`src/rtl/codificador_pkg.sv`:
```
// Shared types and helpers for the push-button encoder.
package codificador_pkg;

  typedef enum logic [1:0] {IDLE, DEBOUNCE, HOLD} estado_t;

  localparam int NUM_BOTONES = 4;

  function automatic logic [1:0] onehot_a_bin(input logic [3:0] pat);
    logic [1:0] idx;
    case (pat)
      4'b0001: idx = 2'd0;
      4'b0010: idx = 2'd1;
      4'b0100: idx = 2'd2;
      4'b1000: idx = 2'd3;
      default: idx = 2'd0;
    endcase
    return idx;
  endfunction

  function automatic logic es_onehot(input logic [3:0] pat);
    return (pat != 4'd0) && ((pat & (pat - 4'd1)) == 4'd0);
  endfunction

endpackage

```
`src/rtl/codificador_botones_sincronizador.sv`:
```
// Multi-stage flop synchronizer for asynchronous board inputs.
// Each bit is synchronized independently; no bus coherency is implied.
module sincronizador #(
  parameter int WIDTH  = 4,
  parameter int STAGES = 2
) (
  input  logic             clk,
  input  logic             rst_n,
  input  logic [WIDTH-1:0] din,
  output logic [WIDTH-1:0] dout
);

  logic [STAGES-1:0][WIDTH-1:0] etapa_q;
  logic [STAGES-1:0][WIDTH-1:0] etapa_d;

  always_comb begin
    etapa_d[0] = din;
    for (int i = 1; i < STAGES; i++) begin
      etapa_d[i] = etapa_q[i-1];
    end
  end

  always_ff @(posedge clk or negedge rst_n) begin
    if (!rst_n) begin
      etapa_q <= '0;
    end else begin
      etapa_q <= etapa_d;
    end
  end

  assign dout = etapa_q[STAGES-1];

endmodule

```
`src/rtl/codificador_botones.sv`:
```
// Encodes four debounced push-buttons into a 2-bit value with a one-cycle
// valid strobe; stable multi-button presses yield a one-cycle conflict strobe.
module codificador_botones
  import codificador_pkg::*;
#(
  parameter int SYNC_STAGES     = 2,
  parameter int DEBOUNCE_CYCLES = 16
) (
  input  logic                   clk,
  input  logic                   rst_n,
  input  logic [NUM_BOTONES-1:0] btn,
  output logic [1:0]             valor,
  output logic                   valido,
  output logic                   conflicto
);

  localparam int CW = $clog2(DEBOUNCE_CYCLES);
  localparam logic [CW-1:0] CNT_MAX = CW'(DEBOUNCE_CYCLES - 1);
  localparam logic [CW-1:0] CNT_ONE = CW'(1);

  logic [NUM_BOTONES-1:0] btn_s;

  sincronizador #(
    .WIDTH (NUM_BOTONES),
    .STAGES(SYNC_STAGES)
  ) u_sync (
    .clk  (clk),
    .rst_n(rst_n),
    .din  (btn),
    .dout (btn_s)
  );

  estado_t                estado_q, estado_d;
  logic [CW-1:0]          cnt_q, cnt_d;
  logic [NUM_BOTONES-1:0] pat_q, pat_d;
  logic [1:0]             valor_q, valor_d;
  logic                   valido_q, valido_d;
  logic                   conflicto_q, conflicto_d;

  always_comb begin
    estado_d    = estado_q;
    cnt_d       = cnt_q;
    pat_d       = pat_q;
    valor_d     = valor_q;
    valido_d    = 1'b0;
    conflicto_d = 1'b0;

    case (estado_q)
      IDLE: begin
        cnt_d = '0;
        if (btn_s != '0) begin
          pat_d    = btn_s;
          cnt_d    = CNT_ONE;
          estado_d = DEBOUNCE;
        end
      end

      DEBOUNCE: begin
        // Any change, including a release, restarts qualification from IDLE.
        if (btn_s != pat_q) begin
          cnt_d    = '0;
          estado_d = IDLE;
        end else if (cnt_q == CNT_MAX) begin
          if (es_onehot(pat_q)) begin
            valor_d  = onehot_a_bin(pat_q);
            valido_d = 1'b1;
          end else begin
            conflicto_d = 1'b1;
          end
          cnt_d    = '0;
          estado_d = HOLD;
        end else begin
          cnt_d = cnt_q + CNT_ONE;
        end
      end

      HOLD: begin
        // Only a debounced all-released bus re-arms; other activity is ignored.
        if (btn_s != '0) begin
          cnt_d = '0;
        end else if (cnt_q == CNT_MAX) begin
          cnt_d    = '0;
          estado_d = IDLE;
        end else begin
          cnt_d = cnt_q + CNT_ONE;
        end
      end

      default: begin
        cnt_d    = '0;
        estado_d = IDLE;
      end
    endcase
  end

  always_ff @(posedge clk or negedge rst_n) begin
    if (!rst_n) begin
      estado_q    <= IDLE;
      cnt_q       <= '0;
      pat_q       <= '0;
      valor_q     <= 2'b00;
      valido_q    <= 1'b0;
      conflicto_q <= 1'b0;
    end else begin
      estado_q    <= estado_d;
      cnt_q       <= cnt_d;
      pat_q       <= pat_d;
      valor_q     <= valor_d;
      valido_q    <= valido_d;
      conflicto_q <= conflicto_d;
    end
  end

  assign valor     = valor_q;
  assign valido    = valido_q;
  assign conflicto = conflicto_q;

endmodule

```
`config.mk`:
```
export PLATFORM = sky130hd
export DESIGN_NAME = codificador_botones
export DESIGN_NICKNAME = d
export VERILOG_FILES = /design/src/rtl/codificador_pkg.sv /design/src/rtl/codificador_botones_sincronizador.sv /design/src/rtl/codificador_botones.sv
export SDC_FILE = /design/constraint.sdc
export NUM_CORES = 1
export LEC_CHECK = 0
export BUFFER_PORTS_ARGS = -buffer_cell sky130_fd_sc_hd__buf_2
export CAP_MARGIN = 20
export CORE_MARGIN = 4
export CORE_UTILIZATION = 50
export CTS_BUF_LIST = sky130_fd_sc_hd__clkbuf_16
export DETAILED_ROUTE_END_ITERATION = 10
export PLACE_DENSITY_LB_ADDON = 0.25
export SYNTH_ARGS = -nofsm -noshare
export SYNTH_HDL_FRONTEND = slang
export SYNTH_SLANG_ARGS = --single-unit
```
`constraint.sdc`:
```
create_clock -name clk -period 1.7 [get_ports clk]
set_input_delay 0.425 -clock clk [delete_from_list [all_inputs] [get_ports clk]]
set_output_delay 0.425 -clock clk [all_outputs]
set_load 0.05 [all_outputs]
```
==> results of run 1 <==
==> repair_timing <==
| action | in CTS | in global routing |
|---|---|---|
| setup buffers | 0 | 0 |
| gates resized for setup | 0 | 1 |
| setup endpoints to repair | 0 | 1 |
| hold endpoints to repair | 0 | 0 |
==> power by group through the flow <==
stage / Clock (mW) / Sequential, mW / Combinational (mW)
3_3_place_gp: 0 / 0.737 / 0.525
6_report: 0.469 / 0.734 / 0.562
2_1_floorplan: 0 / 0.660 / 0.521
3_5_place_dp: 0 / 0.742 / 0.542
4_1_cts: 0.483 / 0.733 / 0.551
5_1_grt: 0.508 / 0.750 / 0.638
==> worst register-to-register path, stage by stage, from the launching register on <==
cell,delay (ps)
dfrtp_1,410
ha_1,250
and3_1,160
and4b_1,180
a32o_1,250
a211o_1,260
==> cell usage in the layout (no fill, tap or decap), types with 2 or more instances in the layout <==
| cell | count |
|---|---|
| a21oi_1 | 7 |
| a22o_1 | 2 |
| a31oi_1 | 2 |
| buf_2 | 9 |
| buf_4 | 5 |
| clkbuf_16 | 3 |
| dfrtp_1 | 22 |
| inv_1 | 3 |
| nand2_1 | 10 |
| nand3_1 | 3 |
| nor2_1 | 8 |
| nor3_1 | 2 |
| xnor2_1 | 5 |
| xor2_1 | 2 |
==> area by class of cell <==
class | count | area, µm²
fill | 178 | 769
sequential | 22 | 551
multi-input combinational | 64 | 419
timing repair buffer | 14 | 82.6
clock buffer | 3 | 75.1
tap | 27 | 33.8
inverter | 3 | 11.3
==> per-stage QoR <==
stage	power [mW]	hold slack [ps]	instances	cell area, µm²
final	1.77	128	133	1170
after CTS	1.77	150	133	1170
after detailed placement	1.28	335	130	1090
after global placement	1.26	332	130	1090
after global routing	1.90	165	133	1170
after floorplan	1.18	129	95	1020
==> how the worst max path moves through the flow <==
| stage | from | to | slack, ps | cells after the start |
|---|---|---|---|---|
| after floorplan | cnt_q[0] | valor[0] | 3 | 6 |
| after global placement | cnt_q[0] | valor[0] | 130 | 5 |
| after detailed placement | cnt_q[0] | valor[0] | 90 | 5 |
| after CTS | cnt_q[0] | valor[0] | 70 | 5 |
| after global routing | cnt_q[0] | valor[0] | 20 | 5 |
| final | cnt_q[0] | valor[0] | 70 | 5 |
==> Yosys cell counts <==
master | number | area (µm²)
nand2b_1 | 1 | 6.26
buf_2 | 3 | 15.0
xor2_1 | 2 | 17.5
buf_4 | 1 | 7.51
a21oi_1 | 7 | 35.0
nand4_1 | 1 | 6.26
a41o_1 | 1 | 10.0
nand3_1 | 3 | 15.0
buf_6 | 2 | 22.5
dfrtp_1 | 22 | 551
xnor2_1 | 5 | 43.8
a41oi_1 | 1 | 8.76
and3_1 | 1 | 6.26
nand2_1 | 10 | 37.5
a31oi_1 | 2 | 12.5
and4_4 | 1 | 11.3
a21boi_0 | 1 | 7.51
nand3b_1 | 1 | 7.51
o31a_1 | 1 | 8.76
a32o_1 | 1 | 10.0
o32ai_1 | 1 | 8.76
or2_2 | 1 | 6.26
and2_2 | 1 | 7.51
nor2_1 | 8 | 30.0
inv_1 | 3 | 11.3
a211o_1 | 1 | 8.76
nor2_2 | 1 | 6.26
o31ai_1 | 1 | 7.51
nor2b_1 | 1 | 6.26
ha_1 | 1 | 12.5
and4b_1 | 1 | 10.0
o41ai_1 | 1 | 8.76
nor3b_1 | 1 | 7.51
nor4_2 | 1 | 12.5
nor3_1 | 2 | 10.0
a22o_1 | 2 | 17.5
o31a_2 | 1 | 10.0
==> registers in the layout, summed over array words and instances, names as in the netlist <==
signal	flops
cnt_q	4
conflicto	1
estado_q	2
pat_q	4
u_sync.dout	4
u_sync.etapa_d	4
valido	1
valor	2
==> cells by family (layout without fill, tap and decap cells) <==
kind of cell	after synthesis	count (layout)	synth area share
compound gates	21	21	0.151
buf+inv	9	20	0.0551
xor+xnor	7	7	0.0601
simple gates	35	35	0.183
fa+ha+maj	1	1	0.0123
flops	22	22	0.539
==> per-layer routing <==
layer | track usage | vias up
li1 | - | 357
met1 | 0.178 | 351
met2 | 0.295 | 14
met3 | 0.0254 | 4
met4 | 0.0894 | 0
met5 | 0 | -
==> results.yml, run 1 <==
critical_path:
  r2r_setup_slack_ps: 70
  r2r_start: "cnt_q[0]"
  worstSetupPathType: "flop to flop"
  worstPathCellList: "ha_1, and3_1, and4b_1, a32o_1, a211o_1"
  worst-path-buf-inv: 0
  critical_path.max_fanout: 4
  ff2ff_path_depth: 5
  regToRegEndpoint: "valor[0]"
  crit_required_ps: 1830
  cp.arrival_ps: 1760
  slowest_stage: "dfrtp_1"
  cp-end-kind: "flop"
  critPathLaunchType: "flop"
  cp_top_family: "compound AO/OA/AOI/OAI gates"
  slowest_delay_ps: 410
clock_network:
  holdBufCountCts: 0
  htreeDepth: 1
  cts.sinks: 22
  cts_max_path_buffers: 2
  cts_tree: "done"
  cts_root_buf: "clkbuf_16"
  clk_pin_slew_worst_paths_ps: 50
  numCtsBuffers: 3
  worstSkewPairLatency_ps: 250
detailed_routing:
  met3WireLength_um: 55
  vias_per_cell: 5.46
  dr_total_vias: 726
  top_layer_used: "met4"
  initialDrtViolationCount: 14
  drt.antenna.violating_nets: 0
  routed_wirelength_mm: 1.90
  drcViolationCount: 0
  first_pass_iters: 4
  drt-met1-wl_um: 815
  routedWlPerCell_um: 14.3
  wl_met2_um: 985
global_routing:
  gr-usage-all-layers: 0.163
  grt_first_pass_wirelength_mm: 3.16
  grt_overflow: 0
  grt_start_max_net_pins: 23
  antenna_found_initial: 0
  grt_pass1_vias: 709
pwr:
  p_sw_frac: 0.336
  p_sw_uw: 593
  p_leak_nw: 0.542
  internal_power_mw: 1.17
  p_per_area_nw_per_um2: 1510
  vdd_drop_max_mv: 0.871
  seq_power_share: 0.416
  clkPwrFrac: 0.266
  comb_power_share: 0.318
yosys:
  synthDistinctLibCells: 37
  syn_avg_cell_area_um2: 10.7
  syn_area_um2: 1020
  ys_warn_count: 0
  synth_nets: 102
  syn_inst: 95
  ys_ff_latch: 22
  ys_seq_area_frac: 0.539
die:
  dieArea_um2: 2830
  ioPinCount: 10
  coreArea_um2: 1940
  die_y_um: 53.2
  die_x_um: 53.2
  rows: 16
  start_util: 0.526
timing:
  tightest_slew_ps: 471
  finalMaxSlewViolations: 0
  finalCritPeriodShare: 0.957
  setup_violations: 0
  fmax_ghz: 0.615
  slew_headroom: 0.686
  rsz0062_at_grt: "no"
  period_needed_ps: 1630
  skew_ps: 1.35
  tns_ps: 0
  setup_ws_ps: 73.9
  hold_violations: 0
placed_design:
  gp_congestion: 0.842
  dp_hpwl_mm: 1.29
  dp_slack_ps: 91.2
  io_buffers: 9
final_layout:
  final_layout_size_suffix_gt1_frac: 0.217
  utilization: 0.604
  diodes: 0
  area_growth_pct: 14.8
  fin_nets: 115
worst_hold_path:
  hp-class: "input pin to asynchronous set/reset pin"
status:
  status: "completed"
job:
  cap_violations: 0
(Power assumes the default switching activity.)
==> run 2: changes to the inputs <==
--- a/config.mk
+++ b/config.mk
@@ -13,4 +13,5 @@
 export DETAILED_ROUTE_END_ITERATION = 10
 export PLACE_DENSITY_LB_ADDON = 0.25
+export REMOVE_ABC_BUFFERS = 1
 export SYNTH_ARGS = -nofsm -noshare
 export SYNTH_HDL_FRONTEND = slang
==> constraint.sdc (replaced) <==
create_clock -name clk -period 1.7 [get_ports clk]
set_input_delay 0.425 -clock clk [delete_from_list [all_inputs] [get_ports clk]]
set_output_delay 0.425 -clock clk [all_outputs]
set_load 0.005 [all_outputs]
==> results.yml, run 2 (synthesis gave the netlist of run 1 again) <==
placed_design:
  gp_congestion: 0.850
  io_buffers: 9
  dp_hpwl_mm: 1.25
  dp_slack_ps: 96.9
global_routing:
  antenna_found_initial: 0
  grt_first_pass_wirelength_mm: 3.00
  grt_pass1_vias: 715
  grt_overflow: 0
  gr-usage-all-layers: 0.153
  grt_start_max_net_pins: 23
clock_network:
  clk_pin_slew_worst_paths_ps: 60
  holdBufCountCts: 0
  post_cts_buffers: 0
  cts_root_buf: "clkbuf_16"
  worstSkewPairLatency_ps: 250
  htreeDepth: 1
  cts_tree: "done"
  cts.sinks: 22
  numCtsBuffers: 3
  cts_max_path_buffers: 2
critical_path:
  slowest_stage: "dfrtp_1"
  r2r_start: "cnt_q[0]"
  regToRegEndpoint: "valor[0]"
  crit_required_ps: 1840
  cp-end-kind: "flop"
  critPathLaunchType: "flop"
  ff2ff_path_depth: 5
  cp.arrival_ps: 1740
  critical_path.max_fanout: 4
  worstPathCellList: "ha_2, and3_1, and4b_1, a32o_1, a211o_1"
  slowest_delay_ps: 410
  worstSetupPathType: "flop to flop"
  r2r_setup_slack_ps: 100
die:
  ioPinCount: 10
  dieArea_um2: 2830
  die_y_um: 53.2
  die_x_um: 53.2
  start_util: 0.526
  coreArea_um2: 1940
  rows: 16
job:
  cap_violations: 0
timing:
  period_needed_ps: 1600
  tns_ps: 0
  fmax_ghz: 0.625
  setup_ws_ps: 99.9
  tightest_slew_ps: 467
  finalCritPeriodShare: 0.941
  slew_headroom: 0.689
  finalMaxSlewViolations: 0
  rsz0062_at_grt: "no"
  hold_violations: 0
  skew_ps: 3.11
  setup_violations: 0
final_layout:
  final_cell_mix: "22 x dfrtp_1, 10 x nand2_1, 9 x buf_2"
  multi_input_area_um2: 422
  area_growth_pct: 18.0
  final_layout_size_suffix_gt1_frac: 0.234
  n_fill_cell: 172
  diodes: 0
  regArea_um2: 551
  fin_nets: 115
  mostFrequentLayoutCell: "dfrtp_1"
status:
  status: "completed"
pwr:
  p_leak_nw: 0.554
  p_per_area_nw_per_um2: 1610
  vdd_drop_max_mv: 1.03
detailed_routing:
  dr_total_vias: 745
  drcViolationCount: 0
  routedWlPerCell_um: 13.7
  vias_per_cell: 5.56
  routed_wirelength_mm: 1.83
  drt.antenna.violating_nets: 0
  first_pass_iters: 4
  initialDrtViolationCount: 16
worst_hold_path:
  hp-class: "input pin to asynchronous set/reset pin"
-- run 2: cell count changes in the layout (fill, tap and decap cells not counted), sizes merged --
| cell | change |
|---|---|
| bufinv | +1 |
-- run 2: per-stage QoR --
stage               instance area [µm²]   util  hold WS [ps]  power, mW  std cells
floorplan                           976      -           129       1.10         89
global placement                   1090  0.563           331       1.26        130
detailed placement                 1090  0.563           336       1.27        130
CTS                                1200  0.617           137       1.93        134
global route                       1200  0.620           157       2.05        134
finish                             1200  0.620           119       1.93        134
-- run 2: area by class of cell --
cell class,count,area share
tap,27,0.0280
sequential,22,0.457
timing repair buffer,14,0.0685
clock inverter,1,0.0249
multi-input combinational,64,0.350
clock buffer,3,0.0623
inverter,3,0.00935
-- run 2: metal layers --
metal | GRT usage | wire [µm] | up-vias
met5 | 0 | 0 | -
li1 | - | - | 362
met2 | 0.256 | 882 | 26
met1 | 0.177 | 801 | 350
met4 | 0.0766 | 46 | 0
met3 | 0.0423 | 101 | 7
-- run 2: what timing repair did --
action                                  4_1_cts  5_1_grt
endpoints found under the hold margin         0        0
endpoints found under the setup margin        0        2
resized for setup                             0        2
-- run 2: power breakdown --
part / switching [mW] / internal [mW]
Combinational: 0.299 / 0.254
Clock: 0.179 / 0.467
Sequential: 0.127 / 0.608
-- run 2: worst max-delay path by stage --
stage | start | end | slack, ps
after floorplan | cnt_q[0] | valor[0] | 50
after global placement | cnt_q[0] | valor[0] | 130
after detailed placement | cnt_q[0] | valor[0] | 100
after CTS | cnt_q[0] | valor[0] | 50
after global routing | cnt_q[0] | valor[0] | 40
final | cnt_q[0] | valor[0] | 100
-- run 2: critical path, delay by kind of cell, from the launching register on --
family / cells / cell delay (ps)
DFF: 1 / 410
adders and majority gates: 1 / 220
AOI/OAI and AO/OA: 2 / 510
and+or+nand+nor: 2 / 350
==> run 3: changes to the inputs <==
CORE_UTILIZATION = 56   (was 50)
SLEW_MARGIN = 10   (was not set)
clock period = 1.6 ns   (was 1.7 ns; I/O delays follow)
==> results.yml, run 3 (synthesis gave the netlist of run 1 again) <==
critical_path:
  worstPathCellList: "ha_1, and3_1, and4b_1, a32o_1, a211o_1"
  regToRegEndpoint: "valor[0]"
  r2r_setup_slack_ps: 50
  cp.arrival_ps: 1680
  worst-path-buf-inv: 0
  critPathLaunchType: "flop"
  cp-end-kind: "flop"
  cp_top_family: "compound AO/OA/AOI/OAI gates"
  r2r_start: "cnt_q[0]"
  slowest_stage: "dfrtp_1"
  ff2ff_path_depth: 5
  crit_required_ps: 1730
  slowest_delay_ps: 380
  critical_path.max_fanout: 2
  worstSetupPathType: "flop to flop"
detailed_routing:
  routed_wirelength_mm: 1.78
  dr_total_vias: 755
  drcViolationCount: 0
  vias_per_cell: 5.63
  initialDrtViolationCount: 22
  drt.antenna.violating_nets: 0
  first_pass_iters: 4
  routedWlPerCell_um: 13.3
clock_network:
  cts_tree: "done"
  cts.sinks: 22
  htreeDepth: 1
  post_cts_buffers: 0
  clk_pin_slew_worst_paths_ps: 50
  worstSkewPairLatency_ps: 250
  cts_root_buf: "clkbuf_16"
  numCtsBuffers: 3
  cts_max_path_buffers: 2
pwr:
  vdd_drop_max_mv: 1.13
  seq_power_share: 0.408
  clkPwrFrac: 0.262
  p_sw_uw: 632
  p_per_area_nw_per_um2: 1590
  p_sw_frac: 0.332
  p_leak_nw: 0.557
  power.total_mw: 1.90
  internal_power_mw: 1.27
  comb_power_share: 0.330
final_layout:
  mostFrequentLayoutCell: "dfrtp_1"
  regArea_um2: 551
  utilization: 0.691
  final_layout_size_suffix_gt1_frac: 0.239
  final_cell_mix: "22 x dfrtp_1, 10 x nand2_1, 9 x buf_2"
  area_growth_pct: 16.8
  fin_nets: 118
  diodes: 0
  multi_input_area_um2: 419
  n_fill_cell: 129
global_routing:
  grt_pass1_vias: 691
  gr-usage-all-layers: 0.170
  grt_overflow: 0
  antenna_found_initial: 0
  grt_first_pass_wirelength_mm: 3.24
  grt_start_max_net_pins: 23
die:
  die_y_um: 50.7
  coreArea_um2: 1730
  die_x_um: 50.7
  start_util: 0.591
  dieArea_um2: 2570
  rows: 15
  ioPinCount: 10
timing:
  skew_ps: 1.42
  tightest_slew_ps: 475
  finalMaxSlewViolations: 0
  rsz0062_at_grt: "no"
  setup_violations: 0
  period_needed_ps: 1550
  finalCritPeriodShare: 0.967
  fmax_ghz: 0.646
  hold_violations: 0
  slew_headroom: 0.684
worst_hold_path:
  hp-class: "input pin to asynchronous set/reset pin"
placed_design:
  gp_congestion: 0.858
  io_buffers: 9
  dp_hpwl_mm: 1.25
job:
  cap_violations: 0
status:
  status: "completed"
[run 3: worst max path at each step]
stage | startpoint | endpoint | slack (ps) | cells after the start
after global placement | cnt_q[0] | valor[0] | 90 | 5
after detailed placement | cnt_q[0] | valor[0] | 70 | 5
after floorplan | cnt_q[0] | valor[0] | -50 | 5
after CTS | cnt_q[0] | valor[0] | 50 | 5
final | cnt_q[0] | valor[0] | 50 | 5
after global routing | cnt_q[0] | valor[0] | 10 | 5
[run 3: worst reg2reg max path, delay by kind of cell (launching register included)]
kind            cells  cell delay [ps]
flops               1              380
simple gates        2              330
compound gates      2              510
fa+ha+maj           1              200
[run 3: final cells by class]
class,count,area share
tap,25,0.0262
clock buffer,3,0.0630
multi-input combinational,64,0.352
sequential,22,0.462
timing repair buffer,17,0.0881
inverter,3,0.00944
[run 3: per-layer routing]
metal  vias to the layer above  routed length, µm  global-route usage  share of wire
li1                        365                  -                   -              -
met1                       360                820               0.225           0.46
met2                        24                835               0.265           0.47
met3                         6                 94              0.0356          0.053
met4                         0                 32              0.0807          0.018
met5                         -                  0                   0              0
[run 3: power by group through the flow]
stage                     Sequential [mW]  Combinational [mW]  Clock, mW
after floorplan                     0.793               0.372          0
after global routing                0.790               0.700      0.546
after CTS                           0.772               0.614      0.519
final                               0.775               0.627      0.498
after detailed placement            0.780               0.606          0
after global placement              0.773               0.586          0
[run 3: what timing repair did]
item	in CTS	in global routing
hold buffers	0	0
gates resized for setup	0	1
setup endpoints to repair	0	3
[run 3: stage by stage]
| stage | setup WS, ps | instance area, µm² | TNS (ps) | cells | hold slack (ps) |
|---|---|---|---|---|---|
| global route | 13.7 | 1190 | 0 | 134 | 137 |
| finish | 52.9 | 1190 | 0 | 134 | 105 |
| detailed placement | 69.6 | 1110 | 0 | 131 | 336 |
| global placement | 93.4 | 1110 | 0 | 131 | 332 |
| CTS | 53.0 | 1190 | 0 | 134 | 116 |
| floorplan | -53.8 | 976 | -53.8 | 89 | 104 |
